## config.mk

```make
export PLATFORM = sky130hd
export DESIGN_NAME = move_sequencer
export DESIGN_NICKNAME = d
export VERILOG_FILES = /design/src/rtl/move_sequencer.sv
export SDC_FILE = /design/constraint.sdc
export NUM_CORES = 1
export LEC_CHECK = 0
export ABC_AREA = 1
export BUFFER_PORTS_ARGS = -buffer_cell sky130_fd_sc_hd__buf_2
export CORE_MARGIN = 2
export CORE_UTILIZATION = 53
export CTS_CLUSTER_SIZE = 12
export DETAILED_ROUTE_END_ITERATION = 16
export GPL_ROUTABILITY_DRIVEN = 0
export GPL_TIMING_DRIVEN = 0
export PLACE_DENSITY = 0.83
export RECOVER_POWER = 25
export SLEW_MARGIN = 0
export SYNTH_ARGS = -nofsm -noshare
export SYNTH_HDL_FRONTEND = slang
export SYNTH_SLANG_ARGS = --single-unit
```

## constraint.sdc

```tcl
create_clock -name clk -period 1.6 [get_ports clk]
set_input_delay 0.4 -clock clk [delete_from_list [all_inputs] [get_ports clk]]
set_output_delay 0.4 -clock clk [all_outputs]
set_load 0.005 [all_outputs]
```

## src/rtl/move_sequencer.sv

```systemverilog
// ============================================================================
// move_sequencer
// ----------------------------------------------------------------------------
// Front end for the tic-tac-toe game core. It turns the bouncy confirm button
// and the row/col switches into one clean update strobe per move. It tracks
// whose turn it is, reads back err/game_over from the core to decide between
// turn handoff, retry and end of game, and issues a one-cycle core reset when
// a new game is started.
//
// Optional feature macro: MOVE_TIMEOUT_EN
//   defined   : an idle counter forfeits the current player's turn after
//               TIMEOUT_CYCLES idle cycles in IDLE (one-cycle timeout pulse).
//   undefined : no counter is built and timeout is tied to 0.
//
// Parameters
//   DEBOUNCE_CYCLES : cycles the synchronised button must differ from the
//                     debounced level before it is accepted (>= 2)
//   SETTLE_CYCLES   : cycles waited after update before err/game_over are
//                     sampled (>= 1)
//   TIMEOUT_CYCLES  : idle cycles before a turn is forfeited (>= 2)
//
// Ports
//   clk        in   system clock, all logic on the rising edge
//   rst        in   asynchronous active-high reset
//   btn_raw    in   confirm button, asynchronous and bouncy
//   row_sw     in   [1:0] selected row
//   col_sw     in   [1:0] selected column
//   new_game   in   level, starts a new game on its 0->1 edge
//   err        in   core: last move illegal
//   game_over  in   core: game finished
//   player     out  current player presented to the core
//   update     out  one-cycle move strobe to the core
//   row        out  [1:0] latched row of the move
//   col        out  [1:0] latched column of the move
//   busy       out  high while a move is in flight (ISSUE/SETTLE/CHECK)
//   retry      out  one-cycle pulse, move rejected, same player retries
//   game_rst   out  one-cycle reset pulse to the core
//   move_count out  [3:0] accepted moves this game, saturates at 9
//   timeout    out  one-cycle pulse, turn forfeited
// ============================================================================
module move_sequencer #(
    parameter int DEBOUNCE_CYCLES = 16,
    parameter int SETTLE_CYCLES   = 2,
    parameter int TIMEOUT_CYCLES  = 1000
) (
    input  logic       clk,
    input  logic       rst,
    input  logic       btn_raw,
    input  logic [1:0] row_sw,
    input  logic [1:0] col_sw,
    input  logic       new_game,
    input  logic       err,
    input  logic       game_over,
    output logic       player,
    output logic       update,
    output logic [1:0] row,
    output logic [1:0] col,
    output logic       busy,
    output logic       retry,
    output logic       game_rst,
    output logic [3:0] move_count,
    output logic       timeout
);

    localparam int SYNC_STAGES = 2;
    localparam int DB_W = (DEBOUNCE_CYCLES > 2) ? $clog2(DEBOUNCE_CYCLES) : 1;
    localparam int ST_W = (SETTLE_CYCLES > 2) ? $clog2(SETTLE_CYCLES) : 1;
    localparam logic [DB_W-1:0] DB_LAST = DB_W'(DEBOUNCE_CYCLES - 1);
    localparam logic [ST_W-1:0] ST_LAST = ST_W'(SETTLE_CYCLES - 1);
    localparam logic [3:0] MAX_MOVES = 4'd9;

    typedef enum logic [2:0] {
        S_IDLE   = 3'd0,
        S_ISSUE  = 3'd1,
        S_SETTLE = 3'd2,
        S_CHECK  = 3'd3,
        S_OVER   = 3'd4
    } state_t;

    // ------------------------------------------------------------------------
    // Button synchroniser and debouncer
    // ------------------------------------------------------------------------
    logic [SYNC_STAGES-1:0] sync_reg;
    logic [SYNC_STAGES-1:0] sync_next;
    logic [DB_W-1:0]        db_cnt_reg;
    logic                   btn_db_reg;
    logic                   press_reg;
    logic                   btn_sync;

    genvar gi;
    generate
        for (gi = 0; gi < SYNC_STAGES; gi++) begin : g_sync
            if (gi == 0) begin : g_first
                assign sync_next[gi] = btn_raw;
            end else begin : g_chain
                assign sync_next[gi] = sync_reg[gi-1];
            end
        end
    endgenerate

    assign btn_sync = sync_reg[SYNC_STAGES-1];

    // The counter only runs while the synchronised level disagrees with the
    // debounced one; any sample that agrees restarts the stability window.
    always_ff @(posedge clk or posedge rst) begin
        if (rst) begin
            sync_reg   <= '0;
            db_cnt_reg <= '0;
            btn_db_reg <= 1'b0;
            press_reg  <= 1'b0;
        end else begin
            sync_reg  <= sync_next;
            press_reg <= 1'b0;
            if (btn_sync == btn_db_reg) begin
                db_cnt_reg <= '0;
            end else if (db_cnt_reg == DB_LAST) begin
                btn_db_reg <= btn_sync;
                db_cnt_reg <= '0;
                // A press is the 0->1 transition of the debounced level.
                press_reg  <= btn_sync;
            end else begin
                db_cnt_reg <= db_cnt_reg + 1'b1;
            end
        end
    end

    // ------------------------------------------------------------------------
    // new_game edge detector: a held level does not re-trigger.
    // ------------------------------------------------------------------------
    logic new_game_d_reg;
    logic ng_edge;

    assign ng_edge = new_game & ~new_game_d_reg;

    // ------------------------------------------------------------------------
    // Move sequencing FSM, all outputs registered
    // ------------------------------------------------------------------------
    state_t          state_reg;
    logic [ST_W-1:0] settle_cnt_reg;
    logic            player_reg;
    logic            update_reg;
    logic [1:0]      row_reg;
    logic [1:0]      col_reg;
    logic            busy_reg;
    logic            retry_reg;
    logic            game_rst_reg;
    logic [3:0]      move_count_reg;

`ifdef MOVE_TIMEOUT_EN
    localparam int TO_W = (TIMEOUT_CYCLES > 2) ? $clog2(TIMEOUT_CYCLES) : 1;
    localparam logic [TO_W-1:0] TO_LAST = TO_W'(TIMEOUT_CYCLES - 1);

    logic [TO_W-1:0] idle_cnt_reg;
    logic            timeout_reg;
`else
    // Kept so both builds share one parameter list; nothing depends on it here.
    localparam int unused_timeout_cycles = TIMEOUT_CYCLES;
`endif

    always_ff @(posedge clk or posedge rst) begin
        if (rst) begin
            state_reg      <= S_IDLE;
            settle_cnt_reg <= '0;
            player_reg     <= 1'b0;
            update_reg     <= 1'b0;
            row_reg        <= 2'd0;
            col_reg        <= 2'd0;
            busy_reg       <= 1'b0;
            retry_reg      <= 1'b0;
            game_rst_reg   <= 1'b0;
            move_count_reg <= 4'd0;
            new_game_d_reg <= 1'b0;
`ifdef MOVE_TIMEOUT_EN
            idle_cnt_reg   <= '0;
            timeout_reg    <= 1'b0;
`endif
        end else begin
            // Pulse outputs default low every cycle.
            update_reg     <= 1'b0;
            retry_reg      <= 1'b0;
            game_rst_reg   <= 1'b0;
            new_game_d_reg <= new_game;
`ifdef MOVE_TIMEOUT_EN
            timeout_reg    <= 1'b0;
`endif
            if (ng_edge) begin
                // New game overrides everything, including a move in flight.
                game_rst_reg   <= 1'b1;
                player_reg     <= 1'b0;
                move_count_reg <= 4'd0;
                busy_reg       <= 1'b0;
                settle_cnt_reg <= '0;
                state_reg      <= S_IDLE;
`ifdef MOVE_TIMEOUT_EN
                idle_cnt_reg   <= '0;
`endif
            end else begin
                case (state_reg)
                    S_IDLE: begin
                        if (press_reg) begin
                            row_reg    <= row_sw;
                            col_reg    <= col_sw;
                            update_reg <= 1'b1;
                            busy_reg   <= 1'b1;
                            state_reg  <= S_ISSUE;
`ifdef MOVE_TIMEOUT_EN
                            idle_cnt_reg <= '0;
                        end else if (idle_cnt_reg == TO_LAST) begin
                            // Forfeit: hand the turn over without a move.
                            timeout_reg  <= 1'b1;
                            player_reg   <= ~player_reg;
                            idle_cnt_reg <= '0;
                        end else begin
                            idle_cnt_reg <= idle_cnt_reg + 1'b1;
`endif
                        end
                    end
                    S_ISSUE: begin
                        settle_cnt_reg <= '0;
                        state_reg      <= S_SETTLE;
                    end
                    S_SETTLE: begin
                        if (settle_cnt_reg == ST_LAST) begin
                            state_reg <= S_CHECK;
                        end else begin
                            settle_cnt_reg <= settle_cnt_reg + 1'b1;
                        end
                    end
                    S_CHECK: begin
                        busy_reg <= 1'b0;
`ifdef MOVE_TIMEOUT_EN
                        idle_cnt_reg <= '0;
`endif
                        // err outranks game_over: an illegal move never ends the game.
                        if (err) begin
                            retry_reg <= 1'b1;
                            state_reg <= S_IDLE;
                        end else begin
                            if (move_count_reg != MAX_MOVES) begin
                                move_count_reg <= move_count_reg + 1'b1;
                            end
                            if (game_over) begin
                                state_reg <= S_OVER;
                            end else begin
                                player_reg <= ~player_reg;
                                state_reg  <= S_IDLE;
                            end
                        end
                    end
                    S_OVER: begin
                        // Presses are ignored; only new_game leaves this state.
                        state_reg <= S_OVER;
                    end
                    default: begin
                        state_reg <= S_IDLE;
                        busy_reg  <= 1'b0;
                    end
                endcase
            end
        end
    end

    assign player     = player_reg;
    assign update     = update_reg;
    assign row        = row_reg;
    assign col        = col_reg;
    assign busy       = busy_reg;
    assign retry      = retry_reg;
    assign game_rst   = game_rst_reg;
    assign move_count = move_count_reg;

`ifdef MOVE_TIMEOUT_EN
    assign timeout = timeout_reg;
`else
    assign timeout = 1'b0;
`endif

endmodule

```

==> impl_metrics.tcl <==
set metrics [dict create \
    cts_root_buffer "clkbuf_4" \
    max_freq_mhz 735 \
    path_class "reg -> out" \
    critical_path.max_fanout 7 \
    cts_buffer_depth 2 \
    fin_crit_sh_pct 85.0 \
    ctsResizeCount 0 \
    post_route_cells_drive_above_1_share_pct 20.9 \
    crit_family "flip-flops" \
    start_util_pct 54.8 \
    p_per_area_nw_per_um2 1210 \
    synth_nets 151 \
    tritoncts "yes" \
    cts_hold_buf 0 \
    hold_viol_final 0 \
    ys.flop_type "dfrtp_1" \
    synth_top_area_share_pct 54.7 \
    crit_path_cell_trace "buf_2" \
    yosysTopAreaCell "dfrtp_1" \
    syn_to_final_growth_pct 13.7 \
    initialDrtViolationCount 12 \
    end_kind "output port" \
    tns_ps 0 \
    ys_async_sr_fraction_pct 100 \
    grt_overflow 0 \
    grt_pass1_wl_um 3500 \
    syn_inst 138 \
    grt_max_degree 27 \
    grt_pass1_vias 868 \
    ys_warn_count 0 \
    power_mw 1.64 \
    clk_pin_slew_worst_paths_ps 130 \
    n_antenna_cell 0 \
    fin_worst_skew_ps 3.60 \
    post-route-min-period_ps 1360 \
    fin_area_um2 1350 \
    ys_ff_latch 26 \
    fp.dieW_um 51.4 \
    fin_nets 178 \
    clock_sinks 26 \
    routed_wl_um 2040 \
    utilization_pct 62.3 \
    leakage_nw 0.797 \
    vias_per_cell 4.84 \
    cts.htree.levels 1 \
    core-area_um2 2170 \
    ys_types 25 \
    antenna_found_initial 0 \
    clkLatencyLatePin_ps 300 \
    ys_seq_area_share_pct 54.7 \
    start_kind "flip-flop" \
    synth-edff-count 0 \
    maxSlewHeadroom_pct 36.4 \
    arrival_ps 960 \
    synth_area_leaders "dfrtp_1 (55%), nand2_1 (14%), nand3_1 (4.6%), inv_1 (4.4%), nor2_1 (4.1%)" \
    fin_hold_ws_ps 189 \
    ioPinCount 24 \
    vias 924 \
    syn-cell-area_um2 1190 \
    dpl_cell_area_um2 1340 \
    final_max_slew_viol_count 0 \
    crit_required_ps 1200 \
    maxCapViolCount 0 \
    detail-route-antenna-nets 0 \
    cts_setup_buffers 0 \
    cpPeakStageDelay_ps 490 \
    fillers 201 \
    crit_slowest_cell "dfrtp_1" \
    wl_per_cell_um 10.7 \
    outcome "complete, no violations" \
    first_pass_iters 4 \
    critPathBufInv 1 \
    die_area_um2 2640 \
    dp_hpwl_um 1560 \
    dieHeight_um 51.4 \
    numCtsBuffers 3 \
    hp-class "in -> reg" \
    syn_area_per_cell_um2 8.62 \
    drcViolationCount 0 \
    rsz0062_at_grt "no" \
    ir_drop_mv 0.722 \
    report.final.setup_viol 0 \
    grt.total_usage_pct 17.6 \
    io_buffers 22 \
    tightest_slew_ps 953 \
    rows 17 \
]
==> final timing paths <==
kind / start / end / slack (ps) / cells after the start
setup / recovery: move_count[0]$_DFFE_PP0P_ / move_count[0] / 240 / 1
hold / removal: btn_raw / sync_reg[0]$_DFF_PP0_ / 190 / 1
setup reg to reg: new_game_d_reg$_DFF_PP0_ / player$_DFFE_PP0P_ / 280 / 7
hold reg to reg: sync_reg[0]$_DFF_PP0_ / sync_reg[1]$_DFF_PP0_ / 380 / 0
max in group asynchronous: rst / db_cnt_reg[1]$_DFF_PP0_ / 740 / 2
min in group asynchronous: rst / row[1]$_DFFE_PP0P_ / 280 / 2
==> area by class of cell <==
type | instances | area (um2) | area share, %
Sequential cell | 26 | 651 | 48.1
Multi-Input combinational cell | 93 | 455 | 33.7
Timing Repair Buffer | 22 | 109 | 8.05
Inverter | 17 | 68.8 | 5.09
Tap cell | 28 | 35.0 | 2.59
Clock buffer | 3 | 22.5 | 1.67
Buffer | 2 | 11.3 | 0.833
==> power breakdown <==
part / leakage, nW / internal [mW] / total [mW] / switching, mW
combinational: 0.439 / 0.209 / 0.499 / 0.290
clock: 0.0138 / 0.0878 / 0.259 / 0.171
sequential: 0.344 / 0.759 / 0.882 / 0.123
total: 0.797 / 1.06 / 1.64 / 0.584
==> cell families (layout without fill, tap and decap cells) <==
| family | count (synthesis) | in the layout | synth area share [%] |
|---|---|---|---|
| compound gates | 6 | 6 | 2.94 |
| xor+xnor | 3 | 3 | 2.21 |
| fa+ha+maj | 3 | 3 | 3.15 |
| buf+inv | 19 | 44 | 6.84 |
| flops | 26 | 26 | 54.7 |
| other cells | 1 | 1 | 0.315 |
| simple gates | 80 | 80 | 29.9 |
==> Yosys cell counts (2+ instances only) <==
master / count
nand2_2: 4
xor2_1: 3
nand3_1: 11
nand2_1: 43
nor2_1: 13
nand4_1: 3
inv_1: 14
dfrtp_1: 26
inv_2: 2
o21ai_0: 2
ha_1: 3
==> routing by layer <==
metal  wire length [um]  vias up  global-route usage [%]
met5                  0        -                       0
met2               1040       17                    29.9
met1                931      427                    22.6
li1                   -      478                       -
met4                  7        0                    5.26
met3                 68        2                    3.51
==> per-stage QoR <==
stage / std cells / setup slack [ps]
3_3_place_gp: 188 / 337
5_1_grt: 191 / 170
6_report: 191 / 240
2_1_floorplan: 138 / 447
4_1_cts: 191 / 240
3_5_place_dp: 188 / 312
==> cells in the final DEF (no fill, tap or decap) <==
cell / Yosys / final
inv_2: 2 / 1
clkbuf_4: 0 / 3
o31ai_1: 1 / 1
a21oi_1: 1 / 1
buf_4: 1 / 1
conb_1: 1 / 1
nor3_1: 1 / 1
buf_2: 1 / 21
dfrtp_1: 26 / 26
nand2_1: 43 / 44
o21ai_0: 2 / 2
nand2_4: 1 / 1
and2_0: 0 / 1
xor2_1: 3 / 3
or2_2: 1 / 1
o211ai_1: 1 / 1
nand2_2: 4 / 3
nor2_4: 1 / 1
nor2_2: 1 / 1
ha_1: 3 / 3
nand4_1: 3 / 3
inv_1: 14 / 15
clkbuf_1: 0 / 2
nor2_1: 13 / 13
o21ai_1: 1 / 1
clkinv_4: 1 / 1
nand3_1: 11 / 11
No activity file was read; power rests on OpenSTA's default activity.
